File: src/rtl/mem_arbiter.sv
// mem_arbiter: two-port round-robin arbiter in front of a registered-read
// byte-addressed RAM. Each access moves one DATA_W word (8 bytes).
//
// Optional build macro MEM_ARB_ALIGN_CHECK_EN: when defined, requests that are
// not 8-byte aligned or that run past MEM_DEPTH are rejected without touching
// the RAM (ack + err pulse). When undefined, every address goes to the RAM and
// err is constant 0.
module mem_arbiter #(
  parameter int ADDR_W    = 10,
  parameter int DATA_W    = 64,
  parameter int MEM_DEPTH = 512
) (
  input  logic              clk,
  input  logic              rst,
  input  logic              req0,
  input  logic              req1,
  input  logic              we0,
  input  logic              we1,
  input  logic [ADDR_W-1:0] addr0,
  input  logic [ADDR_W-1:0] addr1,
  input  logic [DATA_W-1:0] wdata0,
  input  logic [DATA_W-1:0] wdata1,
  output logic              ack0,
  output logic              ack1,
  output logic              err,
  output logic [DATA_W-1:0] rdata,
  output logic              busy,
  output logic              ram_cs,
  output logic              ram_read,
  output logic              ram_write,
  output logic [ADDR_W-1:0] ram_addr,
  output logic [DATA_W-1:0] ram_wdata,
  input  logic [DATA_W-1:0] ram_rdata
);

  typedef enum logic [1:0] {
    IDLE    = 2'd0,
    ISSUE   = 2'd1,
    CAPTURE = 2'd2,
    RESP    = 2'd3
  } state_t;

  state_t state;

  // Transaction context latched at grant. ram_addr / ram_wdata double as the
  // latched address and write data: they are loaded once at grant and held.
  logic we_l;
  logic port_l;
  logic last_grant;

  // Registered strobes; gated by rst at the port so a reset cycle never
  // reaches the RAM.
  logic cs_q;
  logic rd_q;
  logic wr_q;

  // Round-robin winner selection and mux of the winner's request fields.
  logic              win_port;
  logic              win_we;
  logic [ADDR_W-1:0] win_addr;
  logic [DATA_W-1:0] win_wdata;

  // Pick the winner: on a tie the port not granted last wins.
  always_comb begin
    win_port = 1'b0;
    if (req0 && req1) win_port = ~last_grant;
    else if (req1)    win_port = 1'b1;
    win_we    = win_port ? we1    : we0;
    win_addr  = win_port ? addr1  : addr0;
    win_wdata = win_port ? wdata1 : wdata0;
  end

`ifdef MEM_ARB_ALIGN_CHECK_EN
  logic [ADDR_W:0] last_byte;
  logic            bad_addr;
  logic            err_q;

  // Reject misaligned words and words whose last byte falls outside the RAM.
  always_comb begin
    last_byte = {1'b0, win_addr} + (ADDR_W+1)'(7);
    bad_addr  = (win_addr[2:0] != 3'b000) || (32'(last_byte) >= MEM_DEPTH);
  end

  assign err = err_q;
`else
  assign err = 1'b0;
`endif

  // Main FSM: sequencing, strobes, ack/err pulses and read-data capture.
  always_ff @(posedge clk) begin
    if (rst) begin
      state      <= IDLE;
      we_l       <= 1'b0;
      port_l     <= 1'b0;
      last_grant <= 1'b1;
      cs_q       <= 1'b0;
      rd_q       <= 1'b0;
      wr_q       <= 1'b0;
      ram_addr   <= '0;
      ram_wdata  <= '0;
      rdata      <= '0;
      ack0       <= 1'b0;
      ack1       <= 1'b0;
`ifdef MEM_ARB_ALIGN_CHECK_EN
      err_q      <= 1'b0;
`endif
    end else begin
      // Pulses and strobes default low; each state raises what it needs.
      cs_q <= 1'b0;
      rd_q <= 1'b0;
      wr_q <= 1'b0;
      ack0 <= 1'b0;
      ack1 <= 1'b0;
`ifdef MEM_ARB_ALIGN_CHECK_EN
      err_q <= 1'b0;
`endif
      case (state)
        IDLE: begin
          if (req0 || req1) begin
            port_l     <= win_port;
            last_grant <= win_port;
            we_l       <= win_we;
`ifdef MEM_ARB_ALIGN_CHECK_EN
            if (bad_addr) begin
              // Rejected: answer straight away, RAM untouched.
              state <= RESP;
              ack0  <= ~win_port;
              ack1  <= win_port;
              err_q <= 1'b1;
            end else begin
              state     <= ISSUE;
              cs_q      <= 1'b1;
              rd_q      <= ~win_we;
              wr_q      <= win_we;
              ram_addr  <= win_addr;
              ram_wdata <= win_wdata;
            end
`else
            state     <= ISSUE;
            cs_q      <= 1'b1;
            rd_q      <= ~win_we;
            wr_q      <= win_we;
            ram_addr  <= win_addr;
            ram_wdata <= win_wdata;
`endif
          end
        end
        ISSUE: begin
          // Writes complete on the strobe edge; reads need one more cycle
          // because the RAM registers its data on that edge.
          if (we_l) begin
            state <= RESP;
            ack0  <= ~port_l;
            ack1  <= port_l;
          end else begin
            state <= CAPTURE;
          end
        end
        CAPTURE: begin
          rdata <= ram_rdata;
          state <= RESP;
          ack0  <= ~port_l;
          ack1  <= port_l;
        end
        RESP: begin
          state <= IDLE;
        end
        default: state <= IDLE;
      endcase
    end
  end

  assign busy      = (state != IDLE);
  assign ram_cs    = cs_q & ~rst;
  assign ram_read  = rd_q & ~rst;
  assign ram_write = wr_q & ~rst;

endmodule

File: config.mk
export PLATFORM = sky130hd
export DESIGN_NAME = mem_arbiter
export DESIGN_NICKNAME = d
export VERILOG_FILES = /design/src/rtl/mem_arbiter.sv
export SDC_FILE = /design/constraint.sdc
export NUM_CORES = 1
export LEC_CHECK = 0
export ABC_AREA = 0
export BUFFER_PORTS_ARGS = -buffer_cell sky130_fd_sc_hd__buf_2
export CAP_MARGIN = 15
export CORE_AREA = 2 2 140 142
export CTS_CLUSTER_SIZE = 8
export DETAILED_ROUTE_END_ITERATION = 6
export DIE_AREA = 0 0 142 144
export HOLD_SLACK_MARGIN = 0.15
export PLACE_DENSITY = 0.61
export SLEW_MARGIN = 20
export SYNTH_ARGS = -nofsm -noshare
export SYNTH_HDL_FRONTEND = slang
export SYNTH_SLANG_ARGS = --single-unit
File: constraint.sdc
create_clock -name clk -period 1.6 [get_ports clk]
set_input_delay 0.32 -clock clk [delete_from_list [all_inputs] [get_ports clk]]
set_output_delay 0.32 -clock clk [all_outputs]
set_load 0.005 [all_outputs]
==> flow_metrics.py, run 1 <==
metrics = {
    "grt": {
        "grt.total_usage_pct": 19.3,
        "grt_max_degree": 51,
        "grt_pass1_vias": 6405,
        "antenna_found_initial": 0,
        "grt.overflow.total": 0,
        "grt_pass1_wl_um": 31600,
    },
    "floorplanning": {
        "core.rowCount": 51,
        "start_util_pct": 31.8,
        "die_width_um": 142,
        "die_height_um": 144,
        "coreArea_mm2": 0.0191,
        "floorplan.io_pins": 363,
        "die_area_mm2": 0.0204,
    },
    "hold_path": {
        "hold-path-endpoint": "ram_wdata[5]$_SDFFE_PP0P_",
        "path_category_of_the_worst_min_delay_check": "primary input to register",
        "hold_path_startpoint": "wdata0[5]",
        "holdPathStages": 3,
    },
    "final_layout": {
        "multi_input_area_mm2": 0.00286,
        "final_cell_mix": "360 x sky130_fd_sc_hd__buf_2, 146 x sky130_fd_sc_hd__dfxtp_1, 142 x sky130_fd_sc_hd__nor2_1",
        "antenna-diode-count": 0,
        "post_route_cells_drive_above_1_share_pct": 41.6,
        "final_core_utilization_pct": 52.5,
        "final_common_cell": "sky130_fd_sc_hd__buf_2",
        "synthToLayoutAreaGrowth_pct": 65.0,
        "nets": 1347,
        "ff_latch_area_mm2": 0.00297,
        "filler_cell_count": 1753,
    },
    "critical_path": {
        "sequence_of_cells_on_the_critical_path": "inv_2 -> ha_4 -> buf_4 -> o21ai_4 -> buf_12 -> buf_12 -> a21oi_1 -> a211oi_1",
        "rr_worst_depth": 8,
        "worst_path_largest_cell_delay_ns": 0.34,
        "timing.critical_path.fanout_max": 20,
        "cp_data_arrival_time_ns": 1.85,
        "rr_endpoint": "ram_addr[4]$_SDFFE_PP0P_",
        "reg2reg_slack_ns": 0.07,
        "critical_path_required_ns": 1.92,
        "cp-end-kind": "register",
        "startpoint_class_of_the_critical_path": "register",
        "path_common_cell": "sky130_fd_sc_hd__buf_12",
        "cp_slowest_cell": "sky130_fd_sc_hd__dfxtp_2",
        "r2r_start": "state[0]$_SDFFE_PP0P_",
        "worst-setup-path-type": "register to register",
    },
    "power_and_ir_drop": {
        "p_leak_nw": 4.75,
        "post-layout-total-power_mw": 16.2,
        "irDropWorstVdd_uv": 856,
        "power-per-cell-area_mw_per_mm2": 1620,
    },
    "sta": {
        "number_of_hold_slack_violations_in_the_final_timing_report": 0,
        "timing.setup.tns_ns": 0,
        "final-setup-viol-count": 0,
        "finClkSkew_ns": 0.0156,
        "timing.final.crit_share_pct": 95.7,
        "report.final.slew_viol_count": 0,
        "layout_min_cycle_time_ns": 1.53,
        "clock.fmax_mhz": 653,
        "grt_setup_unrepaired": "no",
    },
    "detailed_routing": {
        "vias_per_inst": 4.75,
        "routedWlPerCell_um": 15.2,
        "drt_first_pass_iters": 4,
        "detailedRoute.firstIterationViolations": 262,
        "antenna_left": 0,
        "finalWirelength_um": 20900,
        "via_count": 6534,
        "post-route-drc-count": 0,
    },
    "synthesis": {
        "synthArstFlopShare_pct": 0,
        "synthCells": 665,
        "synth_enable_flop_cells": 0,
        "ys_seq_elements": 148,
        "synth-main-ff-cell": "sky130_fd_sc_hd__dfxtp_1",
        "synthesis.yosys.warnings": 0,
        "synth_cell_types": 31,
        "yosys.area.top_type_share_pct": 48.8,
        "yosys-top-cells-area": "sky130_fd_sc_hd__dfxtp_1 49%, sky130_fd_sc_hd__mux2i_1 11%, sky130_fd_sc_hd__nor2_1 8.8%",
        "synth.largest_area_cell": "sky130_fd_sc_hd__dfxtp_1",
        "synth_fp_nets": 887,
        "cell_area_synth_mm2": 0.00607,
        "yosysSeqAreaShare_pct": 48.8,
        "syn_avg_cell_area_um2": 9.13,
    },
    "placed_design": {
        "detailed_place_hpwl_um": 14100,
        "gp_routability_congestion": 0.817,
        "buffer_ports.inserted": 361,
    },
    "clocking": {
        "clockRootBuffer": "sky130_fd_sc_hd__clkbuf_16",
        "cts_htree_levels": 4,
        "numCtsBuffers": 17,
        "clockBufferDepth": 2,
        "cts.sinks": 148,
        "cts.reportedPaths.clkPinSlew_ns": 0.07,
        "worstSkewPairLatency_ns": 0.41,
        "tritoncts_clock_tree": "yes",
    },
    "run": {
        "maxCapViolations": 0,
    },
    "outcome": {
        "run_status": "finished clean",
    },
}
[metrics by stage]
step / worst slack [ns] / area (µm²) / hold WS, ns / cells
floorplan: 0.0778 / 6070 / 0.416 / 665
finish: 0.0691 / 10000 / 0.172 / 1376
global route: 0.00609 / 10000 / 0.158 / 1376
detailed placement: 0.0446 / 8270 / 0.462 / 1230
global placement: 0.132 / 8270 / 0.468 / 1230
CTS: 0.0193 / 10000 / 0.150 / 1375
[area by class of cell]
class                   instances  area share (%)
clock buffers                  20            4.66
flip-flops and latches        148            29.6
multi-input cells             456            28.6
clock inverters                12            1.19
well taps                     238            2.97
inverters                       3           0.137
repair buffers                499            32.9
[power breakdown]
| group | internal (mW) | switching, mW | total (mW) |
|---|---|---|---|
| Sequential | 4.83 | 0.557 | 5.38 |
| Combinational | 3.28 | 3.59 | 6.87 |
| Clock | 2.30 | 1.66 | 3.96 |
| Total | 10.4 | 5.81 | 16.2 |
[worst max-delay path, delay by kind of cell, from the launching register on]
| family | cells | cell delay (ns) |
|---|---|---|
| buf+inv | 4 | 0.54 |
| fa+ha+maj | 1 | 0.17 |
| compound gates | 3 | 0.40 |
| flops | 1 | 0.34 |
[how the worst max path moves through the flow]
stage	start	to	slack [ns]
after floorplan	state[0]$_SDFFE_PP0P_	state[0]$_SDFFE_PP0P_	0.08
after global placement	state[1]$_SDFFE_PP0P_	state[0]$_SDFFE_PP0P_	0.13
after detailed placement	state[1]$_SDFFE_PP0P_	ram_wdata[17]$_SDFFE_PP0P_	0.04
after CTS	state[1]$_SDFFE_PP0P_	ram_wdata[17]$_SDFFE_PP0P_	0.02
after global routing	state[0]$_SDFFE_PP0P_	ram_addr[5]$_SDFFE_PP0P_	0.006
final	state[0]$_SDFFE_PP0P_	ram_addr[4]$_SDFFE_PP0P_	0.07
[state kept, by name (all words and copies together) (netlist names)]
register / flops
port_l: 1
rdata: 64
ack1: 1
rd_q: 1
we_l: 1
last_grant: 1
ack0: 1
state: 2
cs_q: 1
wr_q: 1
ram_addr: 10
ram_wdata: 64
[layer usage]
metal,up-vias,GRT usage [%],routed length [µm]
met5,-,0,0
met4,0,8.26,671
met3,57,5.30,1330
met2,275,33.9,10400
met1,2999,22.1,8580
li1,3203,-,-
[cell usage after synthesis (all sizes together), types with 2 or more instances]
cell and instances:
dfxtp 148, nor2 142, a211oi 76, a21oi 76, nand2 74, mux2i 66, buf 36, clkbuf 22
ha 4, inv 3, nor2b 3, o21ai 2
[cell families after synthesis]
kind of cell    after synthesis  share of synthesized area [%]
fa+ha+maj                     4                          0.824
flops                       148                           48.8
other cells                   1                         0.0617
simple gates                225                           14.4
mux                          66                           10.9
buf+inv                      61                           4.96
compound gates              160                           20.1
[what timing repair did]
| item | 4_1_cts | 5_1_grt |
|---|---|---|
| endpoints found under the hold margin | 112 | 1 |
| gates resized for setup | 7 | 3 |
| hold buffers | 112 | 1 |
| pin swaps | 1 | 0 |
| setup buffers | 2 | 0 |
| endpoints found under the setup margin | 1 | 6 |
Note: power is estimated with default switching activity, not from simulation.
==> run 2, diff against run 1 <==
Settings changed: ABC_AREA 0 to 1, PLACE_DENSITY 0.61 to 0.66.
==> flow_metrics.py, run 2 <==
metrics = {
    "grt": {
        "grt.total_usage_pct": 20.6,
        "grt_pass1_wl_um": 34100,
        "grt.overflow.total": 0,
        "antenna_found_initial": 0,
        "grt_max_degree": 66,
        "grt_pass1_vias": 6936,
    },
    "clocking": {
        "clockBufferDepth": 2,
        "numCtsBuffers": 17,
        "cts_htree_levels": 4,
        "cts.sinks": 148,
        "tritoncts_clock_tree": "yes",
        "clockRootBuffer": "sky130_fd_sc_hd__clkbuf_16",
        "cts.reportedPaths.clkPinSlew_ns": 0.07,
        "worstSkewPairLatency_ns": 0.42,
    },
    "detailed_routing": {
        "vias_per_inst": 4.76,
        "post-route-drc-count": 0,
        "detailedRoute.firstIterationViolations": 289,
        "routedWlPerCell_um": 14.2,
        "drt_first_pass_iters": 4,
        "via_count": 7437,
        "finalWirelength_um": 22200,
        "antenna_left": 0,
    },
    "final_layout": {
        "synthToLayoutAreaGrowth_pct": 47.4,
        "multi_input_area_mm2": 0.00347,
        "nets": 1535,
        "antenna-diode-count": 0,
        "finish.cell_count_without_fillers": 1564,
        "largest_regs": "ram_wdata: 64 flops, rdata: 64 flops, ram_addr: 10 flops",
        "filler_cell_count": 1779,
        "final_cell_mix": "360 x sky130_fd_sc_hd__buf_2, 219 x sky130_fd_sc_hd__nor2_1, 146 x sky130_fd_sc_hd__dfxtp_1",
        "post_route_cells_drive_above_1_share_pct": 42.5,
        "final_common_cell": "sky130_fd_sc_hd__buf_2",
        "ff_latch_area_mm2": 0.00297,
    },
    "synthesis": {
        "cell_area_synth_mm2": 0.00698,
        "post-synth-top-count-cell": "sky130_fd_sc_hd__nor2_1",
        "ys_seq_elements": 148,
        "synth-main-ff-cell": "sky130_fd_sc_hd__dfxtp_1",
        "yosys-top-cells-area": "sky130_fd_sc_hd__dfxtp_1 42%, sky130_fd_sc_hd__nor2_1 12%, sky130_fd_sc_hd__o21ai_0 7.0%",
        "synth-compound-area-share_pct": 18.3,
        "synth_fp_nets": 1134,
        "synth_simple_gate_area_share_pct": 30.5,
        "synth_cell_types": 25,
        "synth_enable_flop_cells": 0,
        "synth_adder_area_share_pct": 0.717,
        "yosysSeqAreaShare_pct": 42.5,
        "synthCells": 912,
        "synth.area.mux_share_pct": 0,
        "synthesis.yosys.warnings": 0,
        "synth_top_family_by_area": "simple AND/OR/NAND/NOR gates",
        "yosys.area.top_type_share_pct": 42.5,
        "synth_commonest_cells": "219 x sky130_fd_sc_hd__nor2_1, 148 x sky130_fd_sc_hd__dfxtp_1, 97 x sky130_fd_sc_hd__o21ai_0, 79 x sky130_fd_sc_hd__nand3_1",
        "synthArstFlopShare_pct": 0,
        "synthXorXnorAreaFrac_pct": 0,
        "synth.largest_area_cell": "sky130_fd_sc_hd__dfxtp_1",
        "syn_avg_cell_area_um2": 7.65,
    },
    "power_and_ir_drop": {
        "p_leak_nw": 5.11,
        "power-per-cell-area_mw_per_mm2": 1590,
        "irDropWorstVdd_uv": 693,
    },
    "critical_path": {
        "worst-setup-path-type": "register to output port",
        "rr_endpoint": "ram_wdata[11]$_SDFFE_PP0P_",
        "cp_data_arrival_time_ns": 1.20,
        "cp-end-kind": "output port",
        "reg2reg_slack_ns": 0.11,
        "rr_worst_depth": 9,
        "critPathLaunch": "state[0]$_SDFFE_PP0P_",
        "timing.critical_path.fanout_max": 3,
        "critical_path_required_ns": 1.28,
        "worstSetupEndpoint": "busy",
        "r2r_start": "state[0]$_SDFFE_PP0P_",
        "startpoint_class_of_the_critical_path": "register",
    },
    "placed_design": {
        "gp_routability_congestion": 0.823,
        "pre_cts_ws_ns": 0.0678,
        "buffer_ports.inserted": 361,
        "placed_cells_incl_taps": 1467,
        "detailed_place_hpwl_um": 15200,
    },
    "run": {
        "maxCapViolations": 0,
    },
    "sta": {
        "post-route-worst-setup-slack_ns": 0.0761,
        "report.final.slew_viol_count": 0,
        "timing.setup.tns_ns": 0,
        "number_of_hold_slack_violations_in_the_final_timing_report": 0,
        "clock.fmax_mhz": 656,
        "grt_setup_unrepaired": "no",
        "final-setup-viol-count": 0,
        "timing.final.crit_share_pct": 95.2,
        "finClkSkew_ns": 0.0107,
        "layout_min_cycle_time_ns": 1.52,
    },
    "floorplanning": {
        "coreArea_mm2": 0.0191,
        "start_util_pct": 36.6,
        "die_area_mm2": 0.0204,
        "floorplan.io_pins": 363,
        "core.rowCount": 51,
        "die_width_um": 142,
        "die_height_um": 144,
    },
    "hold_path": {
        "path_category_of_the_worst_min_delay_check": "primary input to register",
    },
    "outcome": {
        "run_status": "finished clean",
    },
}
[run 2: changes by cell type in the layout (fill, tap and decap cells not counted), sizes merged, moves of 66 or more]
cell	before	now
nor2	142	282
o21ai	2	138
nand3	0	79
a211oi	76	0
a21boi	1	74
a21oi	76	4
mux2i	66	0
[run 2: final cells by class]
| type | instances | area share (%) |
|---|---|---|
| clock buffers | 17 | 4.14 |
| clock inverters | 15 | 1.76 |
| inverters | 10 | 0.377 |
| multi-input cells | 675 | 33.7 |
| flip-flops and latches | 148 | 28.8 |
| well taps | 238 | 2.90 |
| repair buffers | 461 | 28.3 |
[run 2: metrics by stage]
stage	instance area [µm²]	power (mW)	util [%]	hold WS [ns]
after floorplan	6980	9.72	-	0.414
after global placement	9000	12.0	47.2	0.460
after detailed placement	9000	12.1	47.2	0.457
after CTS	10200	16.4	53.7	0.152
after global routing	10300	17.6	53.9	0.161
final	10300	16.4	53.9	0.163
[run 2: worst min-delay path by stage]
| stage | startpoint | to | slack, ns | cells after the start |
|---|---|---|---|---|
| floorplan | port_l$_SDFFE_PP0P_ | ack0$_SDFF_PP0_ | 0.41 | 1 |
| global placement | port_l$_SDFFE_PP0P_ | ack0$_SDFF_PP0_ | 0.46 | 1 |
| detailed placement | port_l$_SDFFE_PP0P_ | ack0$_SDFF_PP0_ | 0.46 | 1 |
| CTS | ram_rdata[8] | rdata[8]$_SDFFE_PP0N_ | 0.15 | 3 |
| global route | ram_rdata[8] | rdata[8]$_SDFFE_PP0N_ | 0.16 | 3 |
| finish | ram_rdata[8] | rdata[8]$_SDFFE_PP0N_ | 0.16 | 3 |
[run 2: cell families (layout without fill, tap and decap cells)]
logic type                 count (synthesis)  count (layout)
AOI/OAI and AO/OA                        217             217
buffers and inverters                     89             503
and+or+nand+nor                          453             453
other                                      1               1
DFF                                      148             148
adders and majority gates                  4               4
[run 2: what timing repair did]
action                                  4_1_cts  5_1_grt
setup buffers                                 1        0
endpoints found under the setup margin        1       30
hold buffers                                 62        1
hold endpoints to repair                     62        1
gates cloned                                  0        1
gates resized for setup                       3        3
pin swaps                                     0        1
[run 2: power by group]
| part | internal [mW] | switching, mW |
|---|---|---|
| Clock | 2.25 | 1.84 |
| Combinational | 3.04 | 3.69 |
| Sequential | 4.95 | 0.610 |
| Total | 10.2 | 6.14 |
[run 2: worst max-delay path, stage by stage (launching register included)]
cell and delay, ns:
sky130_fd_sc_hd__dfxtp_2 0.32, sky130_fd_sc_hd__inv_1 0.09, sky130_fd_sc_hd__ha_2 0.19, sky130_fd_sc_hd__inv_2 0.05, sky130_fd_sc_hd__buf_2 0.14
[run 2: layer usage]
layer  GRT usage (%)  share of wire, %  up-vias
met1            24.7                43     3324
met5               0                 0        -
met4            8.63               2.9        0
li1                -                 -     3782
met3            5.96               7.3       44
met2            34.5                47      287
==> run 3, diff against run 2 <==
Settings changed: BUFFER_PORTS_ARGS -buffer_cell sky130_fd_sc_hd__buf_2 to -buffer_cell sky130_fd_sc_hd__buf_4.
==> flow_metrics.py, run 3 (same netlist as run 2, synthesis figures left out) <==
metrics = {
    "critical_path": {
        "worst-setup-path-type": "register to output port",
        "r2r_start": "state[1]$_SDFFE_PP0P_",
        "critical_path.top_delay_family": "flip-flops",
        "cp.buffers_inverters": 3,
        "critical_path_required_ns": 1.28,
        "path_common_cell": "sky130_fd_sc_hd__inv_2",
        "timing.critical_path.fanout_max": 4,
        "worst_path_largest_cell_delay_ns": 0.33,
        "rr_worst_depth": 9,
        "startpoint_class_of_the_critical_path": "register",
        "cp-end-kind": "output port",
        "rr_endpoint": "ram_wdata[32]$_SDFFE_PP0P_",
        "cp_slowest_cell": "sky130_fd_sc_hd__dfxtp_2",
        "sequence_of_cells_on_the_critical_path": "inv_2 -> ha_2 -> inv_2 -> buf_4",
        "reg2reg_slack_ns": 0.14,
        "cp_data_arrival_time_ns": 1.19,
    },
    "power_and_ir_drop": {
        "p_leak_nw": 5.27,
        "power-per-cell-area_mw_per_mm2": 1560,
        "internal_power_mw": 11.1,
        "power.net_switching_mw": 6.17,
        "power_frac_clock_pct": 25.3,
        "switching_portion_of_total_power_pct": 35.8,
        "post-layout-total-power_mw": 17.2,
        "p_comb_share_pct": 42.1,
        "p_seq_share_pct": 32.6,
        "irDropWorstVdd_uv": 792,
    },
    "sta": {
        "finClkSkew_ns": 0.0118,
        "layout_min_cycle_time_ns": 1.51,
        "grt_setup_unrepaired": "no",
        "clock.fmax_mhz": 662,
        "final-setup-viol-count": 0,
        "timing.setup.tns_ns": 0,
        "report.final.slew_viol_count": 0,
        "timing.final.crit_share_pct": 94.4,
        "number_of_hold_slack_violations_in_the_final_timing_report": 0,
    },
    "floorplanning": {
        "die_area_mm2": 0.0204,
        "die_height_um": 144,
        "core.rowCount": 51,
        "floorplan.io_pins": 363,
        "start_util_pct": 36.6,
        "coreArea_mm2": 0.0191,
        "die_width_um": 142,
    },
    "detailed_routing": {
        "drt_first_pass_iters": 5,
        "routedWlPerCell_um": 15.0,
        "via_count": 7455,
        "detailedRoute.firstIterationViolations": 317,
        "post-route-drc-count": 0,
        "finalWirelength_um": 23200,
        "antenna_left": 0,
        "vias_per_inst": 4.80,
    },
    "final_layout": {
        "antenna-diode-count": 0,
        "largest_regs": "ram_wdata: 64 flops, rdata: 64 flops, ram_addr: 10 flops",
        "post_route_cells_drive_above_1_share_pct": 42.2,
        "final_common_cell": "sky130_fd_sc_hd__buf_4",
        "synthToLayoutAreaGrowth_pct": 59.0,
        "finish.cell_count_without_fillers": 1552,
        "final_cell_mix": "374 x sky130_fd_sc_hd__buf_4, 219 x sky130_fd_sc_hd__nor2_1, 146 x sky130_fd_sc_hd__dfxtp_1",
        "nets": 1523,
        "design_area_mm2": 0.0111,
        "final_core_utilization_pct": 58.1,
    },
    "clocking": {
        "numCtsBuffers": 17,
        "cts.reportedPaths.clkPinSlew_ns": 0.06,
        "cts.sinks": 148,
        "worstSkewPairLatency_ns": 0.42,
        "cts_htree_levels": 4,
        "clockRootBuffer": "sky130_fd_sc_hd__clkbuf_16",
        "tritoncts_clock_tree": "yes",
        "clockBufferDepth": 2,
    },
    "grt": {
        "grt_pass1_wl_um": 35500,
        "global_routing_met3_resource_utilization_pct": 6.23,
        "antenna_found_initial": 0,
        "grt_max_degree": 84,
        "grt.total_usage_pct": 21.8,
        "grt_pass1_vias": 6928,
        "use_met2_pct": 36.7,
        "global_route.peak_usage_layer": "met2",
        "grt.overflow.total": 0,
        "fraction_of_met1_tracks_used_by_global_routing_pct": 26.2,
    },
    "hold_path": {
        "holdPathStages": 2,
        "hold-path-endpoint": "state[0]$_SDFFE_PP0P_",
        "path_category_of_the_worst_min_delay_check": "primary input to register",
        "hold_path_startpoint": "rst",
    },
    "outcome": {
        "run_status": "finished clean",
    },
    "placed_design": {
        "gp_routability_congestion": 0.780,
        "buffer_ports.inserted": 361,
        "post_dp_cell_area_mm2": 0.00983,
        "detailed_place_hpwl_um": 15700,
        "placed_cells_incl_taps": 1457,
    },
    "run": {
        "maxCapViolations": 0,
    },
}
run 3: timing repair:
item / CTS / global route
setup endpoints to repair: 1 / 19
hold buffers: 62 / 0
endpoints found under the hold margin: 62 / 0
buffers inserted: 1 / 0
resized for setup: 2 / 3
run 3: power by group through the flow:
stage | logic [mW] | registers, mW | clock network [mW]
detailed placement | 7.12 | 5.66 | 0
global route | 8.03 | 5.76 | 4.63
global placement | 7.05 | 5.63 | 0
finish | 7.27 | 5.62 | 4.36
CTS | 7.29 | 5.61 | 4.47
floorplan | 4.04 | 5.69 | 0
run 3: layer usage:
layer | share of wire (%) | vias to the layer above
met2 | 47 | 293
li1 | - | 3768
met1 | 43 | 3355
met5 | 0 | -
met3 | 7.4 | 39
met4 | 2.7 | 0
run 3: cell type report:
cell class,instances,area [µm²]
fill,1737,7990
timing repair buffer,449,3690
multi-input combinational,675,3470
sequential,148,2970
clock buffer,17,425
tap,238,298
clock inverter,15,208
inverter,10,38.8
run 3: worst max-delay path by stage:
stage / startpoint / to / slack [ns] / cells past startpoint
finish: state[1]$_SDFFE_PP0P_ / busy / 0.09 / 4
global route: state[1]$_SDFFE_PP0P_ / busy / 0.01 / 4
CTS: state[1]$_SDFFE_PP0P_ / busy / 0.008 / 4
detailed placement: state[0]$_SDFFE_PP0P_ / ram_wdata[32]$_SDFFE_PP0P_ / 0.07 / 9
global placement: state[0]$_SDFFE_PP0P_ / ram_wdata[24]$_SDFFE_PP0P_ / 0.12 / 9
floorplan: state[0]$_SDFFE_PP0P_ / ram_wdata[10]$_SDFFE_PP0P_ / 0.17 / 9
run 3: through the flow:
step	setup slack, ns	hold slack (ns)
after detailed placement	0.0744	0.475
after global placement	0.123	0.467
final	0.0899	0.168
after global routing	0.0112	0.161
after CTS	0.00811	0.153
after floorplan	0.172	0.414
